### src/rtl/led_pwm_fader_if.sv
// led_pwm_fader_if
// Groups the LED pattern input and the PWM pin drive of the LED fader.
//   led_in  [3:0] : pattern from the LED rotator, bit i = channel i lit
//   led_out [3:0] : PWM-modulated LED pin drive (registered in the fader)
//   fading        : high while any channel is decaying
// master : the side producing the pattern and watching the pins
// slave  : the fader itself
interface led_pwm_fader_if;
  logic [3:0] led_in;
  logic [3:0] led_out;
  logic       fading;

  modport master (output led_in, input led_out, input fading);
  modport slave  (input led_in, output led_out, output fading);
endinterface

### src/rtl/led_pwm_fader.sv
// led_pwm_fader
// PWM output stage for the 4-bit rotating LED pattern. A lit channel is
// driven at full brightness; a channel that goes dark decays linearly by
// DECAY_STEP every DECAY_DIV clocks, leaving a fading trail.
// Ports:
//   clk_50Mhz : system clock, rising edge
//   RST       : asynchronous active-high reset, clears all state
//   bus       : led_pwm_fader_if.slave (led_in in, led_out / fading out)
// Parameters:
//   PWM_BITS   : PWM counter and brightness width, MAX = 2^PWM_BITS-1
//   DECAY_DIV  : clocks per decay tick (>= 2)
//   DECAY_STEP : brightness decrement per decay tick (1..MAX)
module led_pwm_fader #(
  parameter int PWM_BITS   = 8,
  parameter int DECAY_DIV  = 390625,
  parameter int DECAY_STEP = 8
) (
  input logic            clk_50Mhz,
  input logic            RST,
  led_pwm_fader_if.slave bus
);

  localparam int                  DCNT_W    = $clog2(DECAY_DIV);
  localparam logic [PWM_BITS-1:0] MAX       = {PWM_BITS{1'b1}};
  localparam logic [PWM_BITS-1:0] STEP      = PWM_BITS'(DECAY_STEP);
  localparam logic [DCNT_W-1:0]   DCNT_LAST = DCNT_W'(DECAY_DIV - 1);

  logic [3:0]                led_in_p0;
  logic [DCNT_W-1:0]         dcnt;
  logic                      decay_tick;
  logic [3:0][PWM_BITS-1:0]  level_p1;
  logic [3:0][PWM_BITS-1:0]  level_nxt;
  logic [3:0]                level_nz_nxt;
  logic                      fading_nxt;
  logic                      fading_p1;
  logic [PWM_BITS-1:0]       pwm_cnt;
  logic [3:0][PWM_BITS-1:0]  cmp_p2;
  logic [3:0]                led_out_p3;

  // Saturating decrement: a level at or below one step goes straight to dark.
  function automatic logic [PWM_BITS-1:0] sat_decay(input logic [PWM_BITS-1:0] lv);
    return (lv > STEP) ? (lv - STEP) : '0;
  endfunction

  always_comb begin
    decay_tick   = (dcnt == DCNT_LAST);
    level_nxt    = level_p1;
    level_nz_nxt = '0;
    for (int i = 0; i < 4; i++) begin
      // A lit input wins over a coincident decay tick.
      if (led_in_p0[i])
        level_nxt[i] = MAX;
      else if (decay_tick)
        level_nxt[i] = sat_decay(level_p1[i]);
      level_nz_nxt[i] = |level_nxt[i];
    end
    // Evaluated against the values level and led_in_p0 take on this edge,
    // so fading stays aligned with the registered level.
    fading_nxt = |(level_nz_nxt & ~bus.led_in);
  end

  always_ff @(posedge clk_50Mhz or posedge RST) begin
    if (RST) begin
      led_in_p0  <= '0;
      dcnt       <= '0;
      level_p1   <= '0;
      fading_p1  <= 1'b0;
      pwm_cnt    <= '0;
      cmp_p2     <= '0;
      led_out_p3 <= '0;
    end else begin
      // p0: input capture
      led_in_p0 <= bus.led_in;

      // Free-running decay divider, never restarted by input activity.
      dcnt <= decay_tick ? '0 : dcnt + DCNT_W'(1);

      // p1: brightness level per channel
      level_p1  <= level_nxt;
      fading_p1 <= fading_nxt;

      pwm_cnt <= pwm_cnt + PWM_BITS'(1);

      // p2: compare shadow, reloaded only at the end of a PWM period so a
      // level change never produces a partial pulse.
      if (pwm_cnt == MAX)
        cmp_p2 <= level_p1;

      // p3: pin drive
      for (int i = 0; i < 4; i++)
        led_out_p3[i] <= (pwm_cnt < cmp_p2[i]);
    end
  end

  assign bus.led_out = led_out_p3;
  assign bus.fading  = fading_p1;

endmodule

### src/flat_wrapper.sv
// flat-port wrapper written by rule: the top's interface ports become plain ports
module led_pwm_fader_flat 
#(
  parameter int PWM_BITS   = 8,
  parameter int DECAY_DIV  = 390625,
  parameter int DECAY_STEP = 8
)
  (clk_50Mhz, RST, bus_led_in, bus_led_out, bus_fading);
  led_pwm_fader_if bus_i ();
  input logic clk_50Mhz;
  input logic RST;
  input wire logic [$bits(bus_i.led_in)-1:0] bus_led_in;
  output wire logic [$bits(bus_i.led_out)-1:0] bus_led_out;
  output wire logic [$bits(bus_i.fading)-1:0] bus_fading;
  assign bus_i.led_in = bus_led_in;
  assign bus_led_out = bus_i.led_out;
  assign bus_fading = bus_i.fading;
  led_pwm_fader #(.PWM_BITS(PWM_BITS), .DECAY_DIV(DECAY_DIV), .DECAY_STEP(DECAY_STEP)) u_core (.clk_50Mhz(clk_50Mhz), .RST(RST), .bus(bus_i));
endmodule
### config.mk
export PLATFORM = sky130hd
export DESIGN_NAME = led_pwm_fader_flat
export DESIGN_NICKNAME = d
export VERILOG_FILES = /design/src/rtl/led_pwm_fader_if.sv /design/src/rtl/led_pwm_fader.sv /design/src/flat_wrapper.sv
export SDC_FILE = /design/constraint.sdc
export NUM_CORES = 1
export LEC_CHECK = 0
export BUFFER_PORTS_ARGS = -buffer_cell sky130_fd_sc_hd__buf_4
export CORE_MARGIN = 5
export CORE_UTILIZATION = 30
export CTS_CLUSTER_SIZE = 14
export DETAILED_ROUTE_END_ITERATION = 6
export PLACE_DENSITY = 0.47
export SYNTH_ARGS = -nofsm -noshare
export SYNTH_HDL_FRONTEND = slang
export SYNTH_SLANG_ARGS = --single-unit
export TNS_END_PERCENT = 50
### constraint.sdc
create_clock -name clk_50Mhz -period 8.7 [get_ports clk_50Mhz]
set_input_delay 0 -clock clk_50Mhz [delete_from_list [all_inputs] [get_ports clk_50Mhz]]
set_output_delay 0 -clock clk_50Mhz [all_outputs]
set_load 0.005 [all_outputs]
==> impl_metrics.prom, run 1 <==
# TYPE chip_impl_metric gauge
chip_impl_metric{name="grt-ovfl-total",unit=""} 0
chip_impl_metric{name="min_period_over_period",unit="%"} 40.11
chip_impl_metric{name="post_route_cells_drive_above_1_share",unit="%"} 10.50
chip_impl_metric{name="clkSlewWorstSetupHoldPaths",unit="ns"} 0.07
chip_impl_metric{name="clkLatencyLatePin",unit="ns"} 0.35
chip_impl_metric{name="synth_cells",unit=""} 487
chip_impl_metric{name="finalSetupViolations",unit=""} 0
chip_impl_metric{name="critPathRequiredTime",unit="ns"} 8.92
chip_impl_metric{name="synthesized_area_per_cell",unit="sq um"} 10.50
chip_impl_metric{name="synth_async_sr_flop_share",unit="%"} 100.0
chip_impl_metric{name="synthesis.area",unit="sq um"} 5112
chip_impl_metric{name="grt_pass1_vias",unit=""} 3565
chip_impl_metric{name="post-place-ws",unit="ns"} 5.151
chip_impl_metric{name="power_density",unit="nW/um^2"} 149.4
chip_impl_info{name="yosysMostFrequentCell",value="dfrtp_1"} 1
chip_impl_metric{name="detailroute.via_count",unit=""} 3556
chip_impl_metric{name="ctsResizeCount",unit=""} 0
chip_impl_metric{name="layout_setup_ws",unit="ns"} 5.211
chip_impl_metric{name="number_of_antenna_violations_at_the_first_check_in_global_routing",unit=""} 0
chip_impl_metric{name="slew_headroom",unit="%"} 51.15
chip_impl_metric{name="drcViolationCount",unit=""} 0
chip_impl_info{name="ys.flop_type",value="dfrtp_1"} 1
chip_impl_info{name="critPathLaunch",value="u_core.dcnt[1]"} 1
chip_impl_info{name="ys_top_cells_by_area",value="dfrtp_1 49%, ha_1 8.6%, mux2_2 4.6%"} 1
chip_impl_metric{name="total_leakage_power",unit="nW"} 2.407
chip_impl_info{name="critical_path.reg2reg.endpoint",value="u_core.bus.fading"} 1
chip_impl_metric{name="seq_area_frac_synth",unit="%"} 48.95
chip_impl_info{name="cp-start-kind",value="flip-flop"} 1
chip_impl_metric{name="gr-usage-all-layers",unit="%"} 11.89
chip_impl_metric{name="hpwl",unit="mm"} 7.744
chip_impl_metric{name="post-synth-top-area-fraction",unit="%"} 48.95
chip_impl_metric{name="synth_enable_flop_cells",unit=""} 0
chip_impl_metric{name="worst_pin_slew",unit="ns"} 0.7327
chip_impl_metric{name="viasPerCell",unit=""} 4.905
chip_impl_metric{name="nNetsFinal",unit=""} 541
chip_impl_metric{name="place.gp.congestion",unit=""} 0.8081
chip_impl_info{name="critPathKind",value="reg -> reg"} 1
chip_impl_metric{name="post-cts-setup-buffers",unit=""} 0
chip_impl_metric{name="reg2regPathDepth",unit=""} 9
chip_impl_metric{name="finClkSkew",unit="ns"} 0.01026
chip_impl_metric{name="cts.hold.buffers_added",unit=""} 5
chip_impl_metric{name="fp-row-count",unit=""} 47
chip_impl_metric{name="crit_fanout",unit=""} 21
chip_impl_metric{name="fillCellCount",unit=""} 1659
chip_impl_metric{name="synth.yosys.warnings",unit=""} 0
chip_impl_info{name="setup.worst_path.end",value="u_core.bus.fading"} 1
chip_impl_metric{name="max-cap-violations",unit=""} 0
chip_impl_metric{name="cp_data_arrival_time",unit="ns"} 3.71
chip_impl_info{name="rsz0062_at_grt",value="false"} 1
chip_impl_metric{name="grt_start_max_net_pins",unit=""} 57
chip_impl_metric{name="flip_flop_and_latch_count_after_synthesis",unit=""} 100
chip_impl_metric{name="cts_inserted_buffers",unit=""} 9
chip_impl_metric{name="initial_core_util",unit="%"} 30.72
chip_impl_metric{name="timing.final.crit_period",unit="ns"} 3.489
chip_impl_info{name="cp-end-kind",value="flip-flop"} 1
chip_impl_metric{name="antenna_cells",unit=""} 0
chip_impl_metric{name="synth_fp_nets",unit=""} 528
chip_impl_metric{name="syn2layout_area_growth",unit="%"} 12.09
chip_impl_metric{name="drtIter0Drc",unit=""} 171
chip_impl_metric{name="final.hold.worst_slack",unit="ns"} 0.2713
chip_impl_metric{name="core_area",unit="sq um"} 16640
chip_impl_metric{name="synth.lib_cells_used.distinct",unit=""} 53
chip_impl_info{name="tritoncts",value="built"} 1
chip_impl_metric{name="top_level_ports",unit=""} 11
chip_impl_metric{name="fin_tns_setup",unit="ns"} 0
chip_impl_metric{name="regToRegSetupSlack",unit="ns"} 5.21
chip_impl_info{name="clock-root-buffer",value="clkbuf_16"} 1
chip_impl_metric{name="routed_wire_length_per_instance",unit="um"} 15.09
chip_impl_metric{name="htree_num_levels",unit=""} 3
chip_impl_metric{name="portBuffers",unit=""} 10
chip_impl_metric{name="drt-total-wl",unit="mm"} 10.94
chip_impl_metric{name="cts.sinks",unit=""} 100
chip_impl_info{name="status",value="finished, final reports clean"} 1
chip_impl_info{name="synthDominantAreaCellType",value="dfrtp_1"} 1
chip_impl_metric{name="vdd_ir_drop_max",unit="mV"} 0.1149
chip_impl_metric{name="grt_first_pass_wirelength",unit="mm"} 18.62
chip_impl_metric{name="peak_clock_frequency_supported_by_timing",unit="MHz"} 286.6
chip_impl_metric{name="cts-root-to-sink-buffers",unit=""} 2
chip_impl_metric{name="fp.dieH",unit="um"} 140.5
chip_impl_metric{name="fp.dieW",unit="um"} 140.5
chip_impl_metric{name="ant_nets",unit=""} 0
chip_impl_metric{name="die-area",unit="sq um"} 19750
chip_impl_info{name="hold_path.class",value="in -> async"} 1
chip_impl_info{name="crit-reg2reg-launch",value="u_core.dcnt[1]"} 1
chip_impl_metric{name="final_max_slew_viol_count",unit=""} 0
chip_impl_metric{name="detailed_routing_iteration_count_for_the_pre_antenna_repair_pass",unit=""} 5
chip_impl_metric{name="finalHoldViolCount",unit=""} 0
chip_impl_info{name="synth_commonest_cells",value="100 x dfrtp_1, 51 x inv_1, 35 x ha_1, 30 x nand2_1, 28 x a21o_1"} 1
==> layout by cell type, fill, tap and decap left out, types with 9 or more instances in the layout <==
cell and instances:
a21o_1 28, nor3_1 20, a211o_1 12, mux2_2 21, ha_1 35, nor2_1 22
o21ai_0 17, buf_4 13, nand3_1 21, inv_1 50, xnor2_1 16, a21oi_1 14
dfrtp_1 100, nand2_1 30, clkbuf_16 9
==> flip-flops by register name, indices dropped and copies added (netlist names) <==
register / cells
u_core.led_in_p0: 4
u_core.pwm_cnt: 8
u_core.cmp_p2: 32
u_core.level_p1: 32
u_core.dcnt: 19
u_core.bus.fading: 1
u_core.bus.led_out: 4
==> worst min-delay path by stage <==
stage                        startpoint                  end  slack [ns]  cells after the start
after global placement              RST       u_core.dcnt[7]        0.11                      2
after detailed placement            RST       u_core.dcnt[5]        0.12                      2
after CTS                           RST       u_core.dcnt[1]        0.29                      3
after floorplan           bus_led_in[0]  u_core.led_in_p0[0]        0.03                      0
after global routing      bus_led_in[0]  u_core.led_in_p0[0]        0.31                      2
final                               RST       u_core.dcnt[1]        0.27                      3
==> layer usage <==
layer | wire [um] | part of all wire, % | global-route usage (%) | vias up
li1 | - | - | - | 1745
met1 | 5536 | 51 | 16.59 | 1737
met2 | 4782 | 44 | 17.64 | 55
met3 | 413 | 3.8 | 3.476 | 19
met4 | 206 | 1.9 | 4.029 | 0
met5 | 0 | 0 | 0 | -
==> cell families (layout without fill, tap and decap cells) <==
logic type	count (synthesis)	in the layout	share of synthesized area [%]
adders and majority gates	35	35	8.566
and+or+nand+nor	135	135	13.93
AOI/OAI and AO/OA	106	106	14.81
xor gates and xnor gates	22	22	3.769
muxes	22	22	4.821
DFF	100	100	48.95
buffers and inverters	67	85	5.164
==> per-stage QoR <==
stage                     std cells  util (%)  instance area [sq um]  power [mW]
after global routing            725     34.43                   5731      0.8939
after global placement          704     32.54                   5415      0.4917
after floorplan                 487         -                   5112      0.4848
after detailed placement        704     32.54                   5415      0.4920
after CTS                       725     34.43                   5731      0.8722
final                           725     34.43                   5731      0.8564
==> critical path, cell delays in order, from the launching register on <==
cell	delay [ns]
dfrtp_1	0.41
inv_1	0.10
ha_1	0.15
nand4bb_1	0.18
or4_4	0.61
nor2_4	0.45
a21boi_0	0.17
a311o_1	0.35
o41a_1	0.45
or4_1	0.50
==> cell type report <==
class	count	area (sq um)	area share, %
clock inverter	1	7.507	0.1310
timing repair buffer	18	147.6	2.576
inverter	51	193.9	3.384
multi-input combinational	320	2346	40.94
tap	220	275.3	4.803
sequential	100	2502	43.67
clock buffer	15	257.7	4.498
==> power breakdown <==
group          switching [mW]  internal (mW)
sequential            0.00255          0.466
clock                   0.170          0.203
combinational          0.0110        0.00435
total                   0.183          0.673
Note: power is estimated with default switching activity, not from simulation.
==> run 2: changes to the inputs <==
- clock period: 8.7 -> 3.55 ns (I/O delays scaled with it)
==> run 2 against run 1 <==
Global-route usage down 0.48 points. Critical path type unchanged. Hold slack better by 0.020 ns. Critical path depth rose by 1. Non-clock buffer count rose by 4. Sequential share of layout area shrank 0.86 points. Register-to-register slack lost 5.0 ns.
==> impl_metrics.prom, run 2 (synthesized netlist as in run 1, its figures left out) <==
# TYPE chip_impl_metric gauge
chip_impl_metric{name="detailed_routing_iteration_count_for_the_pre_antenna_repair_pass",unit=""} 4
chip_impl_metric{name="cpPeakStageDelay",unit="ns"} 0.61
chip_impl_metric{name="fp-row-count",unit=""} 47
chip_impl_info{name="cp-start-kind",value="flip-flop"} 1
chip_impl_metric{name="initial_core_util",unit="%"} 30.72
chip_impl_metric{name="power_density",unit="nW/um^2"} 398.0
chip_impl_metric{name="gr-usage-all-layers",unit="%"} 11.41
chip_impl_metric{name="antenna_cells",unit=""} 0
chip_impl_metric{name="drtIter0Drc",unit=""} 147
chip_impl_metric{name="post-layout-total-power",unit="mW"} 2.327
chip_impl_metric{name="grt_start_max_net_pins",unit=""} 47
chip_impl_metric{name="nNetsFinal",unit=""} 545
chip_impl_metric{name="ant_nets",unit=""} 0
chip_impl_metric{name="cts.sinks",unit=""} 100
chip_impl_info{name="cp_max_stage_cell",value="or4_4"} 1
chip_impl_metric{name="drcViolationCount",unit=""} 0
chip_impl_metric{name="die-area",unit="sq um"} 19750
chip_impl_metric{name="place.gp.congestion",unit=""} 0.8368
chip_impl_metric{name="crit_buf_inv",unit=""} 2
chip_impl_metric{name="top_level_ports",unit=""} 11
chip_impl_info{name="tritoncts",value="built"} 1
chip_impl_metric{name="slew_headroom",unit="%"} 55.20
chip_impl_metric{name="clkSlewWorstSetupHoldPaths",unit="ns"} 0.07
chip_impl_info{name="critical_path.top_delay_family",value="simple AND/OR/NAND/NOR gates"} 1
chip_impl_metric{name="cp_data_arrival_time",unit="ns"} 3.53
chip_impl_metric{name="clkLatencyLatePin",unit="ns"} 0.34
chip_impl_metric{name="drt-total-wl",unit="mm"} 10.73
chip_impl_metric{name="total_leakage_power",unit="nW"} 2.471
chip_impl_metric{name="fp.dieH",unit="um"} 140.5
chip_impl_info{name="status",value="finished, final reports clean"} 1
chip_impl_metric{name="post_route_cells_drive_above_1_share",unit="%"} 12.18
chip_impl_metric{name="fp.dieW",unit="um"} 140.5
chip_impl_metric{name="grt_first_pass_wirelength",unit="mm"} 18.00
chip_impl_metric{name="dpl.cell_count",unit=""} 708
chip_impl_metric{name="layout.cell_area.non_filler",unit="sq um"} 5846
chip_impl_metric{name="core_area",unit="sq um"} 16640
chip_impl_metric{name="hpwl",unit="mm"} 7.710
chip_impl_info{name="commonest_cells_after_routing_fill_and_taps_aside",value="100 x dfrtp_1, 50 x inv_1, 35 x ha_1, 30 x nand2_1, 28 x a21o_1"} 1
chip_impl_info{name="clock-root-buffer",value="clkbuf_16"} 1
chip_impl_metric{name="post-place-ws",unit="ns"} 0.2575
chip_impl_metric{name="vdd_ir_drop_max",unit="mV"} 0.1934
chip_impl_metric{name="portBuffers",unit=""} 10
chip_impl_metric{name="min_period_over_period",unit="%"} 93.50
chip_impl_metric{name="placement.cell_area",unit="sq um"} 5445
chip_impl_info{name="top_layer",value="met4"} 1
chip_impl_metric{name="grt_pass1_vias",unit=""} 3428
chip_impl_metric{name="peak_clock_frequency_supported_by_timing",unit="MHz"} 301.3
chip_impl_metric{name="number_of_antenna_violations_at_the_first_check_in_global_routing",unit=""} 0
chip_impl_metric{name="routed_wire_length_per_instance",unit="um"} 14.71
chip_impl_metric{name="fin_tns_setup",unit="ns"} 0
chip_impl_metric{name="cts_inserted_buffers",unit=""} 9
chip_impl_metric{name="finalSetupViolations",unit=""} 0
chip_impl_metric{name="crit_fanout",unit=""} 22
chip_impl_metric{name="non_filler_instance_count_after_layout",unit=""} 729
chip_impl_metric{name="final_max_slew_viol_count",unit=""} 0
chip_impl_metric{name="ctsResizeCount",unit=""} 0
chip_impl_info{name="final_common_cell",value="dfrtp_1"} 1
chip_impl_info{name="top_regs",value="u_core.cmp_p2 (32), u_core.level_p1 (32), u_core.dcnt (19)"} 1
chip_impl_metric{name="viasPerCell",unit=""} 4.864
chip_impl_metric{name="syn2layout_area_growth",unit="%"} 14.34
chip_impl_metric{name="timing.final.crit_period",unit="ns"} 3.319
chip_impl_metric{name="cts-root-to-sink-buffers",unit=""} 2
chip_impl_info{name="cp-end-kind",value="flip-flop"} 1
chip_impl_metric{name="wl_met3",unit="um"} 270
chip_impl_metric{name="finalHoldViolCount",unit=""} 0
chip_impl_metric{name="critPathRequiredTime",unit="ns"} 3.76
chip_impl_metric{name="layout_setup_ws",unit="ns"} 0.2306
chip_impl_metric{name="max-cap-violations",unit=""} 0
chip_impl_metric{name="worst_pin_slew",unit="ns"} 0.6659
chip_impl_metric{name="htree_num_levels",unit=""} 3
chip_impl_metric{name="grt-ovfl-total",unit=""} 0
chip_impl_info{name="hold_path.class",value="in -> async"} 1
chip_impl_metric{name="finClkSkew",unit="ns"} 0.007731
chip_impl_info{name="critPathKind",value="reg -> reg"} 1
chip_impl_info{name="rsz0062_at_grt",value="false"} 1
chip_impl_metric{name="wl_met2",unit="mm"} 4.823
chip_impl_info{name="critical_path_cell_list",value="inv_1 -> ha_1 -> nand4bb_1 -> or4_4 -> nor2_4 -> buf_4 -> a21boi_1 -> a311o_1 -> o41a_1 -> or4_1"} 1
chip_impl_metric{name="detailroute.via_count",unit=""} 3546
chip_impl_metric{name="drt-met1-wl",unit="mm"} 5.359
run 2: cell types whose count changed in the layout (fill, tap and decap cells not counted), sizes merged:
cell	previous run	this run
clkinv	0	2
bufinv	0	3
buf	13	17
clkbuf	15	10
run 2: final cells by class:
| type | instances | area, sq um |
|---|---|---|
| tap | 220 | 275.3 |
| multi-input combinational | 320 | 2346 |
| fill | 1649 | 10800 |
| inverter | 51 | 193.9 |
| sequential | 100 | 2502 |
| clock buffer | 10 | 239.0 |
| timing repair buffer | 22 | 177.7 |
| clock inverter | 6 | 111.4 |
run 2: path summary, 6_finish.rpt:
kind | startpoint | endpoint | slack [ns] | cells after the start
max | u_core.dcnt[0] | u_core.bus.fading | 0.23 | 10
max reg2reg | u_core.dcnt[0] | u_core.bus.fading | 0.23 | 10
min in group clk_50Mhz | bus_led_in[0] | u_core.led_in_p0[0] | 0.32 | 2
max in group asynchronous | RST | u_core.bus.led_out[2] | 2.45 | 4
min reg2reg | u_core.cmp_p2[22] | u_core.cmp_p2[22] | 0.48 | 2
min | RST | u_core.dcnt[16] | 0.29 | 3
run 2: timing repair:
item,in CTS,in global routing
buffers inserted,0,0
hold endpoints to repair,48,0
hold buffers,5,0
run 2: metrics by stage:
step,hold WS (ns),util [%]
after floorplan,0.03143,-
final,0.2916,35.13
after detailed placement,0.1231,32.72
after global placement,0.1151,32.72
after CTS,0.3002,35.13
after global routing,0.3102,35.13
run 2: tightest hold or removal path: stages:
cell,delay [ns]
dlygate4sd3_1,0.54
buf_4,0.14
inv_4,0.42
run 2: layer usage:
metal | up-vias | GRT usage (%)
li1 | 1764 | -
met1 | 1725 | 16.17
met2 | 39 | 17.14
met3 | 18 | 1.772
met4 | 0 | 5.201
met5 | - | 0
run 2: report_power, final:
group | internal (mW) | total, mW | switching [mW]
Combinational | 0.0114 | 0.0388 | 0.0274
Clock | 0.708 | 1.14 | 0.432
Sequential | 1.14 | 1.15 | 0.00603
Total | 1.86 | 2.33 | 0.466
